<file path="src/rtl/bcd_countdown_timer_if.sv">
// Control and status bundle for the BCD countdown timer.
// The master drives the controls and observes the count and status flags.
interface bcd_countdown_timer_if #(
  parameter int NUM_DIGITS = 4
);
  logic                    clear;
  logic                    load;
  logic [4*NUM_DIGITS-1:0] load_value;
  logic                    start;
  logic                    pause;
  logic [4*NUM_DIGITS-1:0] count;
  logic                    running;
  logic                    done;
  logic                    expired;

  modport master (
    output clear, load, load_value, start, pause,
    input  count, running, done, expired
  );

  modport slave (
    input  clear, load, load_value, start, pause,
    output count, running, done, expired
  );
endinterface

</file>
<file path="src/rtl/bcd_countdown_timer.sv">
// Multi-digit BCD countdown timer with a tick prescaler and load/start/pause/clear control.
// Optional macro TIMER_AUTO_RELOAD_EN: reload from the last loaded value on expiry and keep running.
//
// state    | meaning
// ---------+--------------------------------------------------------------
// S_IDLE   | loaded or cleared, waiting for start
// S_RUN    | prescaler advancing, count decrements on each tick
// S_PAUSED | count and prescaler frozen, start resumes
// S_DONE   | count reached zero, held until clear, load or reset
module bcd_countdown_timer #(
  parameter int NUM_DIGITS = 4,
  parameter int TICK_DIV   = 1
) (
  input logic                  clk,
  input logic                  reset,
  bcd_countdown_timer_if.slave tmr
);
  localparam int W  = 4 * NUM_DIGITS;
  localparam int PW = (TICK_DIV > 1) ? $clog2(TICK_DIV) : 1;
  localparam logic [PW-1:0] PRESC_LAST = PW'(TICK_DIV - 1);

  typedef enum logic [1:0] {
    S_IDLE   = 2'd0,
    S_RUN    = 2'd1,
    S_PAUSED = 2'd2,
    S_DONE   = 2'd3
  } state_t;

  state_t        state_q, state_d;
  logic [W-1:0]  count_q, count_d;
  logic [PW-1:0] presc_q, presc_d;
  logic          expired_q, expired_d;
  logic          running_q, done_q;
`ifdef TIMER_AUTO_RELOAD_EN
  logic [W-1:0]  shadow_q, shadow_d;
`endif

  logic [W-1:0]  load_clamped;
  logic [W-1:0]  count_dec;

  function automatic logic [W-1:0] bcd_clamp(input logic [W-1:0] v);
    logic [W-1:0] r;
    r = v;
    for (int k = 0; k < NUM_DIGITS; k++) begin
      if (v[4*k +: 4] > 4'd9) r[4*k +: 4] = 4'd9;
    end
    return r;
  endfunction

  // Ripple borrow: a digit only borrows when every lower digit was zero.
  function automatic logic [W-1:0] bcd_dec(input logic [W-1:0] v);
    logic [W-1:0] r;
    logic         borrow;
    r      = v;
    borrow = 1'b1;
    for (int k = 0; k < NUM_DIGITS; k++) begin
      if (borrow) begin
        if (v[4*k +: 4] == 4'd0) begin
          r[4*k +: 4] = 4'd9;
        end else begin
          r[4*k +: 4] = v[4*k +: 4] - 4'd1;
          borrow      = 1'b0;
        end
      end
    end
    return r;
  endfunction

  assign load_clamped = bcd_clamp(tmr.load_value);
  assign count_dec    = bcd_dec(count_q);

  always_comb begin
    state_d   = state_q;
    count_d   = count_q;
    presc_d   = presc_q;
    expired_d = 1'b0;
`ifdef TIMER_AUTO_RELOAD_EN
    shadow_d  = shadow_q;
`endif
    if (tmr.clear) begin
      state_d  = S_IDLE;
      count_d  = '0;
      presc_d  = '0;
`ifdef TIMER_AUTO_RELOAD_EN
      shadow_d = '0;
`endif
    end else if (tmr.load && (state_q != S_RUN)) begin
      state_d  = S_IDLE;
      count_d  = load_clamped;
      presc_d  = '0;
`ifdef TIMER_AUTO_RELOAD_EN
      shadow_d = load_clamped;
`endif
    end else begin
      unique case (state_q)
        S_IDLE, S_PAUSED: begin
          // pause has precedence over start when both are asserted
          if (tmr.start && !tmr.pause) begin
            if (count_q != '0) begin
              state_d = S_RUN;
              if (state_q == S_IDLE) presc_d = '0;
            end else begin
              state_d   = S_DONE;
              expired_d = 1'b1;
            end
          end
        end
        S_RUN: begin
          if (tmr.pause) begin
            state_d = S_PAUSED;
          end else if (presc_q == PRESC_LAST) begin
            presc_d = '0;
`ifdef TIMER_AUTO_RELOAD_EN
            if (count_q == '0) begin
              count_d = shadow_q;
              if (shadow_q == '0) state_d = S_DONE;
            end else begin
              count_d = count_dec;
              if (count_dec == '0) begin
                expired_d = 1'b1;
                if (shadow_q == '0) state_d = S_DONE;
              end
            end
`else
            count_d = count_dec;
            if (count_dec == '0) begin
              state_d   = S_DONE;
              expired_d = 1'b1;
            end
`endif
          end else begin
            presc_d = presc_q + PW'(1);
          end
        end
        default: ;
      endcase
    end
  end

  always_ff @(posedge clk) begin
    if (!reset) begin
      state_q   <= S_IDLE;
      count_q   <= '0;
      presc_q   <= '0;
      expired_q <= 1'b0;
      running_q <= 1'b0;
      done_q    <= 1'b0;
`ifdef TIMER_AUTO_RELOAD_EN
      shadow_q  <= '0;
`endif
    end else begin
      state_q   <= state_d;
      count_q   <= count_d;
      presc_q   <= presc_d;
      expired_q <= expired_d;
      running_q <= (state_d == S_RUN);
      done_q    <= (state_d == S_DONE);
`ifdef TIMER_AUTO_RELOAD_EN
      shadow_q  <= shadow_d;
`endif
    end
  end

  assign tmr.count   = count_q;
  assign tmr.running = running_q;
  assign tmr.done    = done_q;
  assign tmr.expired = expired_q;

endmodule
</file>
<file path="src/flat_wrapper.sv">
// flat-port wrapper written by rule: the top's interface ports become plain ports
module bcd_countdown_timer_flat 
#(
  parameter int NUM_DIGITS = 4,
  parameter int TICK_DIV   = 1
)
  (clk, reset, tmr_clear, tmr_load, tmr_load_value, tmr_start, tmr_pause, tmr_count, tmr_running, tmr_done, tmr_expired);
  bcd_countdown_timer_if #(.NUM_DIGITS(NUM_DIGITS)) tmr_i ();
  input logic clk;
  input logic reset;
  input wire logic [$bits(tmr_i.clear)-1:0] tmr_clear;
  input wire logic [$bits(tmr_i.load)-1:0] tmr_load;
  input wire logic [$bits(tmr_i.load_value)-1:0] tmr_load_value;
  input wire logic [$bits(tmr_i.start)-1:0] tmr_start;
  input wire logic [$bits(tmr_i.pause)-1:0] tmr_pause;
  output wire logic [$bits(tmr_i.count)-1:0] tmr_count;
  output wire logic [$bits(tmr_i.running)-1:0] tmr_running;
  output wire logic [$bits(tmr_i.done)-1:0] tmr_done;
  output wire logic [$bits(tmr_i.expired)-1:0] tmr_expired;
  assign tmr_i.clear = tmr_clear;
  assign tmr_i.load = tmr_load;
  assign tmr_i.load_value = tmr_load_value;
  assign tmr_i.start = tmr_start;
  assign tmr_i.pause = tmr_pause;
  assign tmr_count = tmr_i.count;
  assign tmr_running = tmr_i.running;
  assign tmr_done = tmr_i.done;
  assign tmr_expired = tmr_i.expired;
  bcd_countdown_timer #(.NUM_DIGITS(NUM_DIGITS), .TICK_DIV(TICK_DIV)) u_core (.clk(clk), .reset(reset), .tmr(tmr_i));
endmodule
</file>
<file path="config.mk">
export PLATFORM = sky130hd
export DESIGN_NAME = bcd_countdown_timer_flat
export DESIGN_NICKNAME = d
export VERILOG_FILES = /design/src/rtl/bcd_countdown_timer_if.sv /design/src/rtl/bcd_countdown_timer.sv /design/src/flat_wrapper.sv
export SDC_FILE = /design/constraint.sdc
export NUM_CORES = 1
export LEC_CHECK = 0
export BUFFER_PORTS_ARGS = -buffer_cell sky130_fd_sc_hd__clkbuf_2
export CORE_MARGIN = 1
export CORE_UTILIZATION = 35
export CTS_CLUSTER_DIAMETER = 30
export CTS_CLUSTER_SIZE = 25
export DETAILED_ROUTE_END_ITERATION = 10
export PLACE_DENSITY = 0.64
export SYNTH_ARGS = -nofsm -noshare
export SYNTH_HDL_FRONTEND = slang
export SYNTH_SLANG_ARGS = --single-unit
</file>
<file path="constraint.sdc">
create_clock -name clk -period 2.1 [get_ports clk]
set_clock_uncertainty 0.2 [all_clocks]
set_input_delay 0 -clock clk [delete_from_list [all_inputs] [get_ports clk]]
set_output_delay 0 -clock clk [all_outputs]
set_load 0.01 [all_outputs]
</file>
# Word-level counts from Yosys, hierarchy flattened
# Cells that the tools add are included.
[op_classes] n_addsub=5 order_cmp=4 n_eq_ne=11 n_mux=40 n_bitwise=1 reduce_logical=17
[op_table] op="16-bit 2-to-1 mux" count=4
[op_table] op="4-bit 2-to-1 mux" count=11
[op_table] op="4-bit greater-than comparator, second input constant" count=4
[op_table] op="16-bit zero test" count=1
[op_table] op="4-bit zero test" count=4
[op_table] op="16-bit nonzero test" count=1
[op_table] op="4-bit by 1-bit subtractor with 4-bit output, second input constant" count=4
[op_table] op="1-bit 2-to-1 mux" count=15
[op_table] op="2-bit 2-to-1 mux" count=7
[op_table] op="2-bit by 1-bit inequality test with 1-bit output, second input constant" count=5
[op_table] op="5-bit AND reduction" count=1
[op_table] op="2-bit by 1-bit equality test with 1-bit output, second input constant" count=2
[op_table] op="2-bit equality test, second input constant" count=2
[op_table] op="2-bit inequality test, second input constant" count=2
[op_table] op="1-bit case mux with 2 select lines" count=2
[op_table] op="2-bit case mux with 2 select lines" count=1
[op_table] op="2-bit nonzero test" count=2
[op_table] op="2-bit OR reduction" count=2
[op_table] op="3-bit AND reduction" count=1
[op_table] op="3-bit OR reduction" count=1
[op_table] op="1-bit logical AND" count=2
[op_table] op="2-bit zero test" count=1
[op_table] op="1-bit adder, second input constant" count=1
[op_table] op="1-bit zero test" count=1
[op_table] op="1-bit inverter" count=1
[word_totals] reg_bits=22 input_bits=22 out_inout_bits=19 word_cells=84

# Logic depth before layout (Yosys ltp)
# Gate-level depths: netlist of run 1.
[depth] ltp_word=13 ltp_mapped=6 mapped_depth_nobuf=4

# Worst setup path before layout of run 1
# OpenSTA, ideal clock, no wires.
[synth_path] path_type="flip-flop to flip-flop" start="register u_core.count_q[6] (netlist: u_core.tmr.count[6])" end="register u_core.done_q (netlist: u_core.tmr.done)" setup_ns=0.070 t_arrival_ns=1.618 t_required_ns=1.830 slack_ns=0.212 path_stages_with_launch=5 n_path_buf=0 period_less_slack_ns=1.888 cell_sequence="dfxtp_1 -> nor4_4 -> nand4_2 -> or4_4 -> a21oi_1"
[synth_via] elab_chain_cells=13 word_cells_on_any_way=20 cone_classes="add/sub: 1; eq/ne: 1; mux: 15; reduce/logical: 3"
[synth_lines] element="from (decl)" line_no="bcd_countdown_timer.sv:30" text="logic [W-1:0] count_q, count_d;"
[synth_lines] element="from (signal assigned)" line_no="bcd_countdown_timer.sv:153" text="count_q <= count_d;"
[synth_lines] element="parallel branches: the longest is 9 deep, another holds 4-bit by 1-bit subtractor with 4-bit output"
[synth_lines] element="2-bit case mux with 2 select lines *" line_no="bcd_countdown_timer.sv:95" text="unique case (state_q)"
[synth_lines] element="2-bit 2-to-1 mux *" line_no="bcd_countdown_timer.sv:87" text="end else if (tmr.load && (state_q != S_RUN)) begin"
[synth_lines] element="2-bit 2-to-1 mux *" line_no="bcd_countdown_timer.sv:80" text="if (tmr.clear) begin"
[synth_lines] element="2-bit equality test *" line_no="bcd_countdown_timer.sv:157" text="done_q <= (state_d == S_DONE);"
[synth_lines] element="to (signal assigned)" line_no="bcd_countdown_timer.sv:157"
[synth_lines] element="to (decl)" line_no="bcd_countdown_timer.sv:33" text="logic running_q, done_q;"
# Mark *: on every way between the ends.
# A chain may end at the register's enable or synchronous reset.

# Worst setup path in the final report of run 1
[layout_path] start="register u_core.count_q[9] (netlist: u_core.tmr.count[9])" end="register u_core.count_q[15] (netlist: u_core.tmr.count[15])"
[layout_via] elab_chain_cells=8
[layout_lines] element="4-bit zero test" line_no="bcd_countdown_timer.sv:58" text="if (v[4*k +: 4] == 4'd0) begin"
[layout_lines] element="1-bit 2-to-1 mux" line_no="bcd_countdown_timer.sv:58"
[layout_lines] element="1-bit 2-to-1 mux" line_no="bcd_countdown_timer.sv:57" text="if (borrow) begin"
[layout_lines] element="4-bit 2-to-1 mux" line_no="bcd_countdown_timer.sv:57"
[layout_lines] element="16-bit 2-to-1 mux" line_no="bcd_countdown_timer.sv:111" text="end else if (presc_q == PRESC_LAST) begin"
[layout_lines] element="16-bit 2-to-1 mux" line_no="bcd_countdown_timer.sv:109" text="if (tmr.pause) begin"
[layout_lines] element="16-bit 2-to-1 mux" line_no="bcd_countdown_timer.sv:95"
[layout_lines] element="16-bit 2-to-1 mux" line_no="bcd_countdown_timer.sv:87"
# Every way passes these cells. The select of a mux whose other input is x is not followed.

==> results.md, run 1 <==
* Status: complete, but fails checks
* Failing checks: hold timing
* Dpl hpwl at 2.793 mm
* Most common cell after layout, fill and taps aside: clkbuf_2
* Number of synthesized register bits at 21
* Worst path slowest cell: or4_1
* Die Span Y at 64.28 um
* PD cells at 494.0 nW/um^2
* Setup TNS at 0 ns
* Routed Antenna Nets at 0
* Worst Path Required at 2.10 ns
* Initial Util at 0.3680
* CTS tree: done
* Vias in the first global route at 1418
* Dpl ws at 0.1299 ns
* Die width at 64.28 um
* Number of synthesized flops with an enable pin at 0
* Combinational Power Share at 0.251
* Placed cell areas at 1682 um^2
* Fin nets at 254
* RSZ-0062 raised after global routing: false
* Max incr delay on CP at 0.48 ns
* Largest net degree at the start of global routing at 19
* Clk sinks at 21
* Post-cts resize count at 0
* Vias post-DR at 1584
* P_leak at 0.7779 nW
* Final instance area at 1894 um^2
* Peak supply drop at 0.2153 mV
* Pint at 0.6589 mW
* Worst-path clk slew at 0.08 ns
* Syn Area/Cell at 8.129 um^2
* Switching power at 0.2769 mW
* Async set-reset flop share out of synthesis at 0
* Root Driver: clkbuf_8
* Area growth syn-to-layout at 39.54%
* Fmax at 515.8 MHz
* HP Start: reset
* Net Sw Frac at 0.2959
* Top FF cell, synth: dfxtp_1
* DR WL/cell at 14.13 um
* H-tree depth at 1
* PortBufs at 40
* Max clock buf depth at 2
* Sequential element share of the synthesized area at 0.3097
* Flop pwr share at 0.459
* Total track usage at 0.1999
* Die ar. at 4132 um^2
* Min Tclk post-route at 1.939 ns
* R2R Path Start: u_core.tmr.count[9]
* Synthesized net count at 189
* Ports at 41
* CP Capture Type: register
* Hold Crit Class: input port to register
* Hold violation total from the final report at 1
* TritonCTS Buffers at 3
* First-pass GRT wire length at 6.555 mm
* DRC at 0
* Detailed Route Iter0 Violations at 99
* Max-cap violation count at 0
* Worst setup SP type: register
* Worst-margin pin slew at 0.5132 ns
* Tcrit/Tclk final at 0.9232
* CP Max Fanout at 5
* Commonest cells after routing, fill and taps aside: clkbuf_2 (40), dfxtp_1 (21), dlygate4sd3_1 (16)
* Placer Congestion at 0.8190
* Worst-path cell chain: nor4_4, buf_4, nand4_2, or4_1, a31oi_1
* Remaining Overflow, GRT at 0
* Crit path launch: u_core.tmr.count[9]
* Final Hold Slack at -0.002648 ns
* Post-Synthesis Cells at 167
* Vias per cell at 5.677
* Antenna Cells at 0
* Antenna violations before repair at 0
* Total Wirelength at 3.943 mm
* Worst path arrival time at 1.94 ns
* Clock Power Share at 0.290
* First drt pass iteration count at 4
* Fin worst setup slack at 0.1612 ns
* Row cnt at 22
* Core area at 3689 um^2
* Max-slew headroom at 0.6579
* Cell variety after synth at 47
* Final Slew Violations at 0
* Synth Cell Area at 1358 um^2
* Clk Latency, worst-skew pair at 0.26 ns
* WS Path Type: register to register
* Share of layout cells above drive strength 1 at 0.2987
* Final setup fails at 0
* Synthesis Warnings at 0
==> area by class of cell <==
type,instances,area [um^2]
tap,48,60.06
clock buffer,4,45.04
sequential,21,420.4
inverter,8,30.03
fill,376,1794
multi-input combinational,128,860.8
timing repair buffer,70,478.0
==> flip-flops by register name (all words and copies together), names as in the netlist <==
register            count
u_core.state_q          2
u_core.tmr.count       16
u_core.tmr.expired      1
u_core.tmr.done         1
u_core.tmr.running      1
==> through the flow <==
stage / std cells / hold slack (ns) / power [mW] / util
after floorplan: 167 / -0.04958 / 0.5593 / -
after global placement: 258 / 0.07598 / 0.6419 / 0.4559
after detailed placement: 258 / 0.07845 / 0.6428 / 0.4559
after CTS: 278 / 0.0007808 / 0.9350 / 0.5115
after global routing: 279 / 0.04097 / 0.9796 / 0.5136
final: 279 / -0.002648 / 0.9358 / 0.5136
==> logic make-up after synthesis <==
family | synth area share
AOI/OAI and AO/OA | 0.2562
xor gates and xnor gates | 0.006453
buffers and inverters | 0.05622
DFF | 0.3097
muxes | 0.02949
and+or+nand+nor | 0.3419
==> worst max-delay path: cells and delay by family (launching register included) <==
| kind | cells | cell delay (ns) |
|---|---|---|
| buffers and inverters | 1 | 0.19 |
| DFF | 1 | 0.38 |
| AOI/OAI and AO/OA | 1 | 0.16 |
| and+or+nand+nor | 3 | 0.94 |
==> path summary, 6_finish.rpt <==
check	end	slack (ns)	cells after the start
min reg2reg	u_core.tmr.count[4]	0.37	2
min	u_core.tmr.expired	-0.003	4
max	u_core.tmr.count[15]	0.16	5
max reg2reg	u_core.tmr.count[15]	0.16	5
==> routing by layer <==
layer  wire [um]  GRT usage  vias up
met5           0          0        -
met4          34    0.05833        0
met3         165    0.03750        5
met2        1865     0.3145       45
met1        1878     0.2742      749
li1            -          -      785
==> power by group through the flow <==
| stage | logic [mW] | registers (mW) | clock network [mW] |
|---|---|---|---|
| after detailed placement | 0.204 | 0.439 | 0 |
| final | 0.235 | 0.429 | 0.272 |
| after global routing | 0.255 | 0.432 | 0.292 |
| after floorplan | 0.117 | 0.442 | 0 |
| after CTS | 0.228 | 0.429 | 0.277 |
| after global placement | 0.204 | 0.438 | 0 |
==> Yosys cell counts, drive strengths merged (3+ instances only) <==
cell type  instances  area [um^2]
a211oi             5        37.54
a21oi             11        55.05
a311oi             4        35.03
a31oi              4        25.02
and2               3        18.77
clkbuf             8        30.03
dfxtp             21        420.4
inv                8        30.03
mux2i              4        40.04
nand2              6        22.52
nand2b             5        31.28
nand3              7        35.03
nand4              6        50.04
nand4b             3        26.28
nor2              13        51.30
nor3               8        40.04
nor4               5        61.31
o211ai             5        37.54
o21ai              8        40.03
o311ai             3        26.28
o31ai              3        22.52
or4                5        41.29
==> repair_timing <==
action,in CTS,in global routing
endpoints found under the hold margin,17,0
setup endpoints to repair,0,2
hold buffers,16,0
buffers inserted,0,1
Note: power is estimated with default switching activity, not from simulation.
==> run 2, diff against run 1 <==
--- a/config.mk
+++ b/config.mk
@@ -12,6 +12,7 @@
 export CTS_CLUSTER_SIZE = 25
 export DETAILED_ROUTE_END_ITERATION = 10
 export PLACE_DENSITY = 0.64
+export SETUP_SLACK_MARGIN = 0.2
 export SYNTH_ARGS = -nofsm -noshare
 export SYNTH_HDL_FRONTEND = slang
 export SYNTH_SLANG_ARGS = --single-unit
==> run 2 against run 1 <==
The flow now finishes without violations; via count is 0.88% lower; core utilization is 2.3 points higher; sequential share of layout area down 0.51 points; maximum frequency grew 4.3%; clock power about the same; total power up 2.5%; register-to-register slack improved by 0.08 ns; highest routed layer unchanged.
==> results.md, run 2 (same netlist as run 1, synthesis figures left out) <==
* Status: completed
* Commonest cells after routing, fill and taps aside: clkbuf_2 (40), buf_4 (17), dlygate4sd3_1 (16), dfxtp_1 (16), nor2_1 (12)
* DRC at 0
* CTS tree: done
* Max reg flops at 16
* Dpl hpwl at 2.793 mm
* WS Path Type: register to register
* H-tree depth at 1
* PD cells at 484.7 nW/um^2
* Core area at 3689 um^2
* Worst setup SP type: register
* Placer Congestion at 0.8190
* Largest net degree at the start of global routing at 19
* Placed cell areas at 1682 um^2
* Root Driver: clkbuf_8
* CP Max Fanout at 4
* Remaining Overflow, GRT at 0
* Max clock buf depth at 2
* Final setup fails at 0
* Die width at 64.28 um
* Antenna violations before repair at 0
* Max-cap violation count at 0
* Share of layout cells above drive strength 1 at 0.3629
* Min Tclk post-route at 1.859 ns
* Vias post-DR at 1570
* Area growth syn-to-layout at 45.81%
* First-pass GRT wire length at 6.658 mm
* Fillers at 367
* Total track usage at 0.2028
* Final instance area at 1979 um^2
* Hold Crit Class: input port to register
* Max-slew headroom at 0.6535
* Vias in the first global route at 1445
* P_leak at 0.8078 nW
* Worst-path clk slew at 0.08 ns
* Clk Latency, worst-skew pair at 0.26 ns
* Die Span Y at 64.28 um
* Die ar. at 4132 um^2
* Cell depth of the worst hold path at 4
* Routed Antenna Nets at 0
* Clk sinks at 21
* TritonCTS Buffers at 3
* Setup TNS at 0 ns
* Final Slew Violations at 0
* Detailed Route Iter0 Violations at 67
* Tcrit/Tclk final at 0.8852
* Worst Reg-to-Reg Cells at 4
* Worst-margin pin slew at 0.5198 ns
* Initial Util at 0.3680
* Antenna Cells at 0
* Vias per cell at 5.509
* Ports at 41
* First drt pass iteration count at 4
* Fin nets at 260
* Peak supply drop at 0.2156 mV
* Most common cell after layout, fill and taps aside: clkbuf_2
* Worst Path Required at 2.10 ns
* Worst path arrival time at 1.86 ns
* PortBufs at 40
* DR WL/cell at 14.08 um
* CP Capture Type: register
* Total Wirelength at 4.014 mm
* Row cnt at 22
* Fmax at 537.9 MHz
* RSZ-0062 raised after global routing: true
* Hold violation total from the final report at 0
-- run 2: cell count changes in the layout (fill, tap and decap cells not counted), sizes merged --
cell and delta:
buf +6
-- run 2: power breakdown --
group / internal [mW] / switching, mW
combinational: 0.130 / 0.129
clock: 0.135 / 0.135
sequential: 0.411 / 0.0188
-- run 2: repair_timing --
action	in CTS	in global routing
setup buffers	3	4
gates resized for setup	2	13
pin swaps	2	8
setup endpoints to repair	5	12
hold buffers	16	0
endpoints found under the hold margin	17	0
-- run 2: worst paths after layout --
kind	endpoint	slack [ns]	start
max	u_core.state_q[1]	0.24	u_core.tmr.count[7]
min	u_core.tmr.expired	0.002	reset
max reg2reg	u_core.state_q[1]	0.24	u_core.tmr.count[7]
min reg2reg	u_core.tmr.count[4]	0.37	u_core.tmr.count[4]
-- run 2: layout make-up --
cell class	count	area [um^2]	area share
clock buffers	4	45.04	0.02276
inverters	8	30.03	0.01517
multi-input cells	128	884.6	0.4469
flip-flops and latches	21	429.2	0.2168
well taps	48	60.06	0.03034
repair buffers	76	530.5	0.2680
-- run 2: worst max-delay path, cell delays in order, from the launching register on --
cell	delay, ns
dfxtp_4	0.36
nor4_4	0.40
nand4_2	0.22
or4_4	0.48
a21oi_2	0.14
-- run 2: through the flow --
step / power [mW] / setup WS, ns / hold WS [ns] / util / instances
floorplan: 0.5593 / 0.2118 / -0.04958 / - / 167
global placement: 0.6419 / 0.1953 / 0.07598 / 0.4559 / 258
detailed placement: 0.6428 / 0.1299 / 0.07845 / 0.4559 / 258
CTS: 0.9475 / 0.1973 / 0.0007808 / 0.5187 / 281
global route: 1.006 / 0.1430 / 0.04019 / 0.5366 / 285
finish: 0.9594 / 0.2411 / 0.001832 / 0.5366 / 285
-- run 2: layer usage --
layer	vias to the layer above	global-route usage	share of wire
met5	-	0	0
met4	0	0.05833	0.0040
met3	2	0.03750	0.037
met2	33	0.3250	0.49
met1	743	0.2742	0.47
li1	792	-	-
